$ cat config.mk
export PLATFORM = sky130hd
export DESIGN_NAME = split_stream_pkt_fifo
export DESIGN_NICKNAME = d
export VERILOG_FILES = /design/src/rtl/split_stream_pkt_fifo.sv
export SDC_FILE = /design/constraint.sdc
export NUM_CORES = 2
export LEC_CHECK = 0
export BUFFER_PORTS_ARGS = -buffer_cell sky130_fd_sc_hd__buf_2
export CORE_MARGIN = 1
export CORE_UTILIZATION = 60
export CTS_CLUSTER_DIAMETER = 80
export CTS_CLUSTER_SIZE = 28
export DETAILED_ROUTE_END_ITERATION = 10
export PLACE_DENSITY = 0.77
export SLEW_MARGIN = 30
export SYNTH_ARGS = -nofsm -noshare
export SYNTH_HDL_FRONTEND = slang
export SYNTH_MEMORY_MAX_BITS = 65536
export SYNTH_SLANG_ARGS = --single-unit
$ cat constraint.sdc
create_clock -name clk -period 6.5 [get_ports clk]
set_clock_uncertainty 0.2 [all_clocks]
set_input_delay 0.325 -clock clk [delete_from_list [all_inputs] [get_ports clk]]
set_output_delay 0.325 -clock clk [all_outputs]
set_load 0.02 [all_outputs]
$ cat src/rtl/split_stream_pkt_fifo.sv
// split_stream_pkt_fifo: broadcasts each stream packet into per-output FIFOs, blocking or dropping on full.
// Define SPLIT_STREAM_PKT_FIFO_DROP_CNT_EN to add per-output saturating drop counters.
module split_stream_pkt_fifo #(
    parameter int WIDTH = 16,
    parameter int NUM_OUTPUTS = 4,
    parameter logic [NUM_OUTPUTS-1:0] ACTIVE_MASK = '1,
    parameter int FIFOSIZE = 6,
    parameter bit DROP_ON_FULL = 1'b0
) (
    input  logic                         clk,
    input  logic                         reset,
    input  logic                         clear,
    input  logic [NUM_OUTPUTS-1:0]       en_mask,
    input  logic [WIDTH-1:0]             i_tdata,
    input  logic                         i_tlast,
    input  logic                         i_tvalid,
    output logic                         i_tready,
    output logic [NUM_OUTPUTS*WIDTH-1:0] o_tdata,
    output logic [NUM_OUTPUTS-1:0]       o_tlast,
    output logic [NUM_OUTPUTS-1:0]       o_tvalid,
    input  logic [NUM_OUTPUTS-1:0]       o_tready
`ifdef SPLIT_STREAM_PKT_FIFO_DROP_CNT_EN
    ,
    output logic [NUM_OUTPUTS*16-1:0]    drop_count
`endif
);
    localparam logic [FIFOSIZE:0] DEPTH = {1'b1, {FIFOSIZE{1'b0}}};

    logic flush, sop, accept;
    logic [NUM_OUTPUTS-1:0] held, enabled, full;

    assign flush = reset | clear;
    // the enable set is latched on the first beat and frozen for the rest of the packet
    assign enabled = sop ? (ACTIVE_MASK & en_mask) : held;
    assign i_tready = !flush && (DROP_ON_FULL || !(|(enabled & full)));
    assign accept = i_tvalid & i_tready;

    always_ff @(posedge clk) begin
        if (flush) begin
            sop <= 1'b1;
            held <= '0;
        end else if (accept) begin
            sop <= i_tlast;
            held <= enabled;
        end
    end

    for (genvar k = 0; k < NUM_OUTPUTS; k++) begin : g_out
        if (ACTIVE_MASK[k]) begin : g_on
            logic [WIDTH:0] mem [2**FIFOSIZE];
            logic [FIFOSIZE:0] wp, cp, rp;
            logic dropping, hit, write, drop_end, set_drop, pop;

            assign full[k] = (wp - rp) == DEPTH;
            assign hit = accept & enabled[k];
            assign write = hit & !dropping & !full[k];
            assign drop_end = hit & i_tlast & (dropping | full[k]);
            assign set_drop = hit & !i_tlast & !dropping & full[k];
            // only committed entries are visible; blocking mode commits every beat
            assign o_tvalid[k] = !flush && (cp != rp);
            assign pop = o_tvalid[k] & o_tready[k];
            assign {o_tlast[k], o_tdata[k*WIDTH +: WIDTH]} = o_tvalid[k] ? mem[rp[FIFOSIZE-1:0]] : '0;

            always_ff @(posedge clk) begin
                if (write)
                    mem[wp[FIFOSIZE-1:0]] <= {i_tlast, i_tdata};
            end

            always_ff @(posedge clk) begin
                if (flush) begin
                    wp <= '0;
                    cp <= '0;
                    rp <= '0;
                    dropping <= 1'b0;
                end else begin
                    if (pop)
                        rp <= rp + 1'b1;
                    if (write) begin
                        wp <= wp + 1'b1;
                        if (i_tlast || !DROP_ON_FULL)
                            cp <= wp + 1'b1;
                    end else if (drop_end) begin
                        wp <= cp;
                        dropping <= 1'b0;
                    end else if (set_drop) begin
                        dropping <= 1'b1;
                    end
                end
            end

`ifdef SPLIT_STREAM_PKT_FIFO_DROP_CNT_EN
            logic [15:0] cnt;
            always_ff @(posedge clk) begin
                if (flush)
                    cnt <= '0;
                else if (drop_end && cnt != 16'hFFFF)
                    cnt <= cnt + 1'b1;
            end
            assign drop_count[k*16 +: 16] = cnt;
`else
`endif
        end else begin : g_off
            assign full[k] = 1'b0;
            assign o_tvalid[k] = 1'b0;
            assign o_tlast[k] = 1'b0;
            assign o_tdata[k*WIDTH +: WIDTH] = '0;
`ifdef SPLIT_STREAM_PKT_FIFO_DROP_CNT_EN
            assign drop_count[k*16 +: 16] = '0;
`endif
        end
    end
endmodule

== Yosys cells after proc, flatten, opt, wreduce, memory -nomap -nowiden ==
Memory sizes are Yosys's and may differ from the RTL's. A register that Yosys moved wholly into a read port is not among the register bits.
Index checks and enable logic that the tools add are counted.

* Muxes and demuxes: 37
* Reductions and logical operators: 29
* Bitwise logic cells: 47
* Equal/unequal tests: 8
* Add/sub/neg operators: 12

{| class="wikitable"
|+ Operator list
! kind !! count
|-
| $mux W17 || 4
|-
| $add A7 B1 Y7 const B || 8
|-
| $mux W7 || 8
|-
| $mux W6 || 8
|-
| $and A1 B1 Y1 || 37
|-
| $eq A7 B7 Y1 const B || 4
|-
| $ne A7 B7 Y1 || 4
|-
| $sub A7 B7 Y7 || 4
|-
| $mux W1 || 16
|-
| $reduce_bool A2 Y1 || 8
|-
| $logic_not A1 Y1 || 11
|-
| $reduce_and A2 Y1 || 4
|-
| $logic_and A1 B1 Y1 || 5
|-
| $or A1 B1 Y1 || 5
|-
| $and A4 B4 Y4 || 1
|-
| $mux W4 || 1
|-
| $not A1 Y1 || 4
|-
| $reduce_or A4 Y1 || 1
|}

* Memories: 4
* Input port bits: 29
* Memory bits (writable): 4352
* Logic and storage cells: 155
* Register bits: 93
* Output and inout bits: 73

{| class="wikitable"
|+ Memories
! name !! depth !! width !! read ports !! clocked after Yosys merged registers in !! wr ports !! RTL line !! source
|-
| g_out[0].g_on.mem || 64 || 17 || 1 || 1 || 1 || 50 || <nowiki>logic [WIDTH:0] mem [2**FIFOSIZE];</nowiki>
|-
| g_out[1].g_on.mem || 64 || 17 || 1 || 1 || 1 || 50 ||
|-
| g_out[2].g_on.mem || 64 || 17 || 1 || 1 || 1 || 50 ||
|-
| g_out[3].g_on.mem || 64 || 17 || 1 || 1 || 1 || 50 ||
|}

== Longest topological paths before layout ==
* Depth after elaboration: 13
* Gate-level depth with buffers: 14
* Depth with buffers taken out: 10

== Worst setup path before layout ==
No wires, ideal clock.

* Kind: register to register
* Start point: register g_out[1].g_on.wp[0]
* End point: memory g_out[3].g_on.mem[31][0] (netlist name) (enable)
* Setup time: 0.413 ns
* Required time: 5.887 ns
* Buffers on the path: 3
* Stages on the path, launching flop included: 13
* Setup slack: 2.391 ns
* Arrival time: 3.497 ns
* Period minus slack after synthesis: 4.109 ns
* Path through: dfxtp_1 clkbuf_1 inv_1 ha_1 nand3b_1 a21oi_1 mux2_1 nor4_1 a221oi_4 nand3_2 buf_2 buf_2 nor3_1

* Word-level cells in the longest chain between the ends: 12

{| class="wikitable"
|+ RTL lines
! element !! RTL line !! source
|-
| start: declaration || 51 || <nowiki>logic [FIFOSIZE:0] wp, cp, rp;</nowiki>
|-
| start signal: assignment || 79 || <nowiki>wp <= wp + 1'b1;</nowiki>
|-
| start signal: assignment || 83 || <nowiki>wp <= cp;</nowiki>
|-
| $sub A7 B7 Y7 || 54 || <nowiki>assign full[k] = (wp - rp) == DEPTH;</nowiki>
|-
| $eq A7 B7 Y1 || 54 ||
|-
| $and A4 B4 Y4 || 35 || <nowiki>assign i_tready = !flush && (DROP_ON_FULL || !(|(enabled & full)));</nowiki>
|-
| $reduce_or A4 Y1 || 35 ||
|-
| $logic_not A1 Y1 || 35 ||
|-
| $logic_and A1 B1 Y1 || 35 ||
|-
| $and A1 B1 Y1 || 36 || <nowiki>assign accept = i_tvalid & i_tready;</nowiki>
|-
| $and A1 B1 Y1 || 55 || <nowiki>assign hit = accept & enabled[k];</nowiki>
|-
| $and A1 B1 Y1 (2 in series) || 56 || <nowiki>assign write = hit & !dropping & !full[k];</nowiki>
|-
| $mux W1 || 65 || <nowiki>if (write)</nowiki>
|-
| $mux W1 (not written as such) || 66 || <nowiki>mem[wp[FIFOSIZE-1:0]] <= {i_tlast, i_tdata};</nowiki>
|-
| end: declaration || 50 ||
|}

Every way passes these cells.

== Worst setup path after layout ==
* Start point: register g_out[1].g_on.wp[4]
* End point: memory g_out[3].g_on.mem[10][6] (netlist name) (enable)

The elaborated chain is that of the path after synthesis.

==> summary.md <==
| Metric | Value |
|---|---|
| Sequential cell area fraction in the yosys report | 0.7712 |
| Number of flops mapped to enable cells by yosys | between 4000 and 5000 |
| Endpoints failing hold | 0 |
| Leak | 54.57 nW |
| Number of primary I/O pins | 102 |
| XOR/XNOR share of the synthesized area | 0.003808 |
| Post-synthesis instance area | 172500 sq um |
| Number of antenna violations at the first check in global routing | 23 |
| Critical path startpoint | g_out[1].g_on.wp[4]$_SDFFE_PP0P_ |
| Final sum of negative setup slack | 0 ns |
| Total power divided by cell area | 250.5 nW/um^2 |
| Kind of path behind the tightest hold check | in2reg |
| Post-CTS Hold Fix Bufs | 30 |
| Horiz. Die Dim | 538.2 um |
| Fmax | 186.1 MHz |
| Chip Height | 538.2 um |
| Top library cells by usage in the layout, fill and taps aside | edfxtp_1 (4352), mux4_2 (1428), nor2_1 (318) |
| Critical Path Fanout Max | 19 |
| Min setup slack post-route | 1.128 ns |
| First-iteration detailed-routing DRC count | 11849 |
| Post-detailed-routing wire length | 394.9 mm |
| Number of pins exceeding their max-slew limit in the final report | 0 |
| Status | finished clean |
| Estimated wirelength of the detail-placed design | 233.4 mm |
| Clock-pin slew of the registers on the worst-case setup and hold paths | 0.10 ns |
| Via count of the first global-routing pass | 78068 |
| Effective utilization at floorplan | 0.6043 |
| Worst IR drop on VDD | 0.3413 mV |
| Worst-Skew Late Latency | between 0.9 and 1 ns |
| Arrival time worst endpoint | 5.80 ns |
| Fin crit period | 5.372 ns |
| Post-synthesis to final-layout area growth | 7.693% |
| Setup crit start kind | flip-flop |
| Mean Syn Cell Area | 23.71 sq um |
| Bufs on Longest Clock Path | 4 |
| Synthesis-stage register bit count | approximately 4500 |
| Number of nets produced by synthesis | approximately 7300 |
| Clock buffer count from CTS | 193 |
| RePlAce Congestion | 0.8945 |
| Data required time at the worst endpoint | 6.93 ns |
| Residual DRC | 0 |
| Worst min-delay path startpoint | en_mask[3] |
| I/O Buffers | 101 |
| Reg-to-reg setup timing slack | 1.13 ns |
| Mean number of vias per cell | 6.944 |
| TritonCTS clock tree | done |
| Die ar. | 289600 sq um |
| Synthesized-area fraction occupied by adder cells | 0.002321 |
| Main combinational cell family by area after synthesis | multiplexers |
| Core area | 285500 sq um |
| Max-slew headroom | 0.2308 |
| Largest net degree at the start of global routing | between 150 and 200 |
| Crit path capture type | flip-flop |
| Number of distinct library cells after synthesis | 72 |
| Antenna violation net count after detailed routing | 0 |
| Root Buffer | clkbuf_16 |
| Pre-CTS setup slack | roughly 1.3 ns |
| Top flip-flop cell by instance count after synthesis | edfxtp_1 |
| Crit Reg-Reg Startpoint | g_out[1].g_on.wp[4]$_SDFFE_PP0P_ |
| Fraction of final layout cells sized beyond drive strength 1 | 0.2886 |
| Leading cell type in the layout, fill and taps excluded | edfxtp_1 |
| Post-Synthesis Cells | 7274 |
| Final Setup Violations | 0 |
| Remaining global-route overflow | 0 |
| Number of clock sinks seen by CTS | about 4500 |
| Max-cap violation count | 0 |
| Iteration count of the initial detailed-routing pass | 5 |
| Layout net count | 7617 |
| Crit path kind | reg2reg |
| Resized Gates After CTS | 0 |
| Share of flip-flops with an asynchronous set or reset after synthesis | 0 |
| Fill cell total of the finished layout | 17516 |
| GRT Resource Usage Total | 0.2761 |
| Total of warnings raised by yosys | 0 |
| Number of buffers inserted by post-CTS setup repair | 0 |
| Setup repair after global routing missed its margin | false |
| Fraction of the mapped netlist area in simple logic gates | 0.01739 |
| Average routed wire per standard cell | 34.57 um |
| Post-synthesis compound-gate area fraction | 0.006166 |
| First-pass GRT wire length | 567.0 mm |
| Fin crit share | 0.8265 |
| Post-synthesis mux area share | 0.1883 |
| Number of standard-cell rows in the floorplan | 196 |
| Transition time at the pin with the least slew margin | 1.154 ns |
| Deepest level of the CTS H-tree | 4 |
| Vias | approximately 79000 |
==> path summary, 6_finish.rpt <==
path / endpoint / cells past startpoint
min: g_out[3].g_on.wp[5]$_SDFFE_PP0P_ / 5
max: g_out[3].g_on.mem[10][6]$_DFFE_PP_ / 10
max reg2reg: g_out[3].g_on.mem[10][6]$_DFFE_PP_ / 10
min reg2reg: g_out[2].g_on.dropping$_SDFFE_PP0P_ / 2
==> through the flow <==
stage | util | power [W] | instances | hold slack [ns] | instance area (sq um)
5_1_grt | 0.6507 | 0.04755 | 11417 | 0.1571 | 185800
3_5_place_dp | 0.6294 | 0.03300 | 11084 | 0.2367 | 179700
4_1_cts | 0.6499 | 0.04666 | 11406 | 0.01189 | 185500
2_1_floorplan | - | 0.03236 | 7274 | 0.2124 | 172500
3_3_place_gp | 0.6290 | 0.03295 | 11080 | 0.2200 | 179600
6_report | 0.6508 | 0.04653 | 11421 | 0.1377 | 185800
==> cells in the mapped netlist, types with 7 or more instances <==
cell | number | share of area
buf_2 | 68 | 0.0020
nor2b_1 | 75 | 0.0027
nand3_1 | 39 | 0.0011
xor2_1 | 25 | 0.0013
a31o_2 | 7 | 0.00036
mux2i_1 | 23 | 0.0013
nor2_2 | 8 | 0.00029
inv_1 | 53 | 0.0012
buf_1 | 95 | 0.0021
dfxtp_1 | 117 | 0.014
o21ai_0 | 24 | 0.00070
nand4_1 | 19 | 0.00069
or4b_1 | 7 | 0.00041
mux4_2 | 1428 | 0.19
or3_1 | 21 | 0.00076
a211oi_1 | 9 | 0.00039
xnor2_1 | 50 | 0.0025
ha_1 | 32 | 0.0023
nor3_1 | 11 | 0.00032
nor4_1 | 8 | 0.00029
a21oi_1 | 31 | 0.00090
and3_1 | 9 | 0.00033
nor2_1 | 331 | 0.0072
or4_1 | 17 | 0.00074
nand2_1 | 52 | 0.0011
edfxtp_1 | 4352 | 0.76
nand2b_1 | 7 | 0.00025
clkbuf_1 | 250 | 0.0054
==> layout make-up <==
cell class,count,area (sq um),area share
sequential,4469,133100,0.7164
multi-input combinational,2336,37730,0.2031
clock buffer,259,5172,0.02784
tap,3762,4707,0.02534
timing repair buffer,503,4482,0.02413
clock inverter,33,371.6,0.002000
inverter,53,198.9,0.001071
antenna,6,15.01,0.00008083
==> kinds of logic after synthesis <==
group / count (synthesis)
flops: 4469
mux: 1459
simple gates: 627
buf+inv: 469
compound gates: 143
xor+xnor: 75
fa+ha+maj: 32
==> registers in the layout, indices dropped and copies added (netlist names), named ones only <==
| register | count |
|---|---|
| g_out.g_on.cp | 28 |
| g_out.g_on.dropping | 4 |
| g_out.g_on.mem | 4352 |
| sop | 1 |
| g_out.g_on.rp | 28 |
| g_out.g_on.wp | 28 |
| held | 4 |
==> power by group <==
group / internal [W] / total [W] / leakage [nW] / switching (W)
sequential: 0.0316 / 0.0316 / 40.1 / 0.0000100
clock: 0.00577 / 0.0142 / 2.68 / 0.00839
combinational: 0.000134 / 0.000807 / 11.8 / 0.000673
==> critical path: stages (launching register included) <==
cell and delay (ns):
dfxtp_1 0.58, ha_1 0.36, a21o_1 0.21, a211oi_1 0.21, mux2_1 0.20, nor4_1 0.11
a221oi_4 0.67, nand3_2 0.66, or4b_1 0.89, nor2_1 0.65, buf_4 0.31
==> routing by layer <==
layer,vias to the layer above,GRT usage,part of all wire
li1,31363,-,-
met1,42250,0.4158,0.38
met2,5102,0.4270,0.48
met3,578,0.05069,0.12
met4,12,0.07112,0.028
met5,-,0,0.00022
No activity file was read; power rests on OpenSTA's default activity.
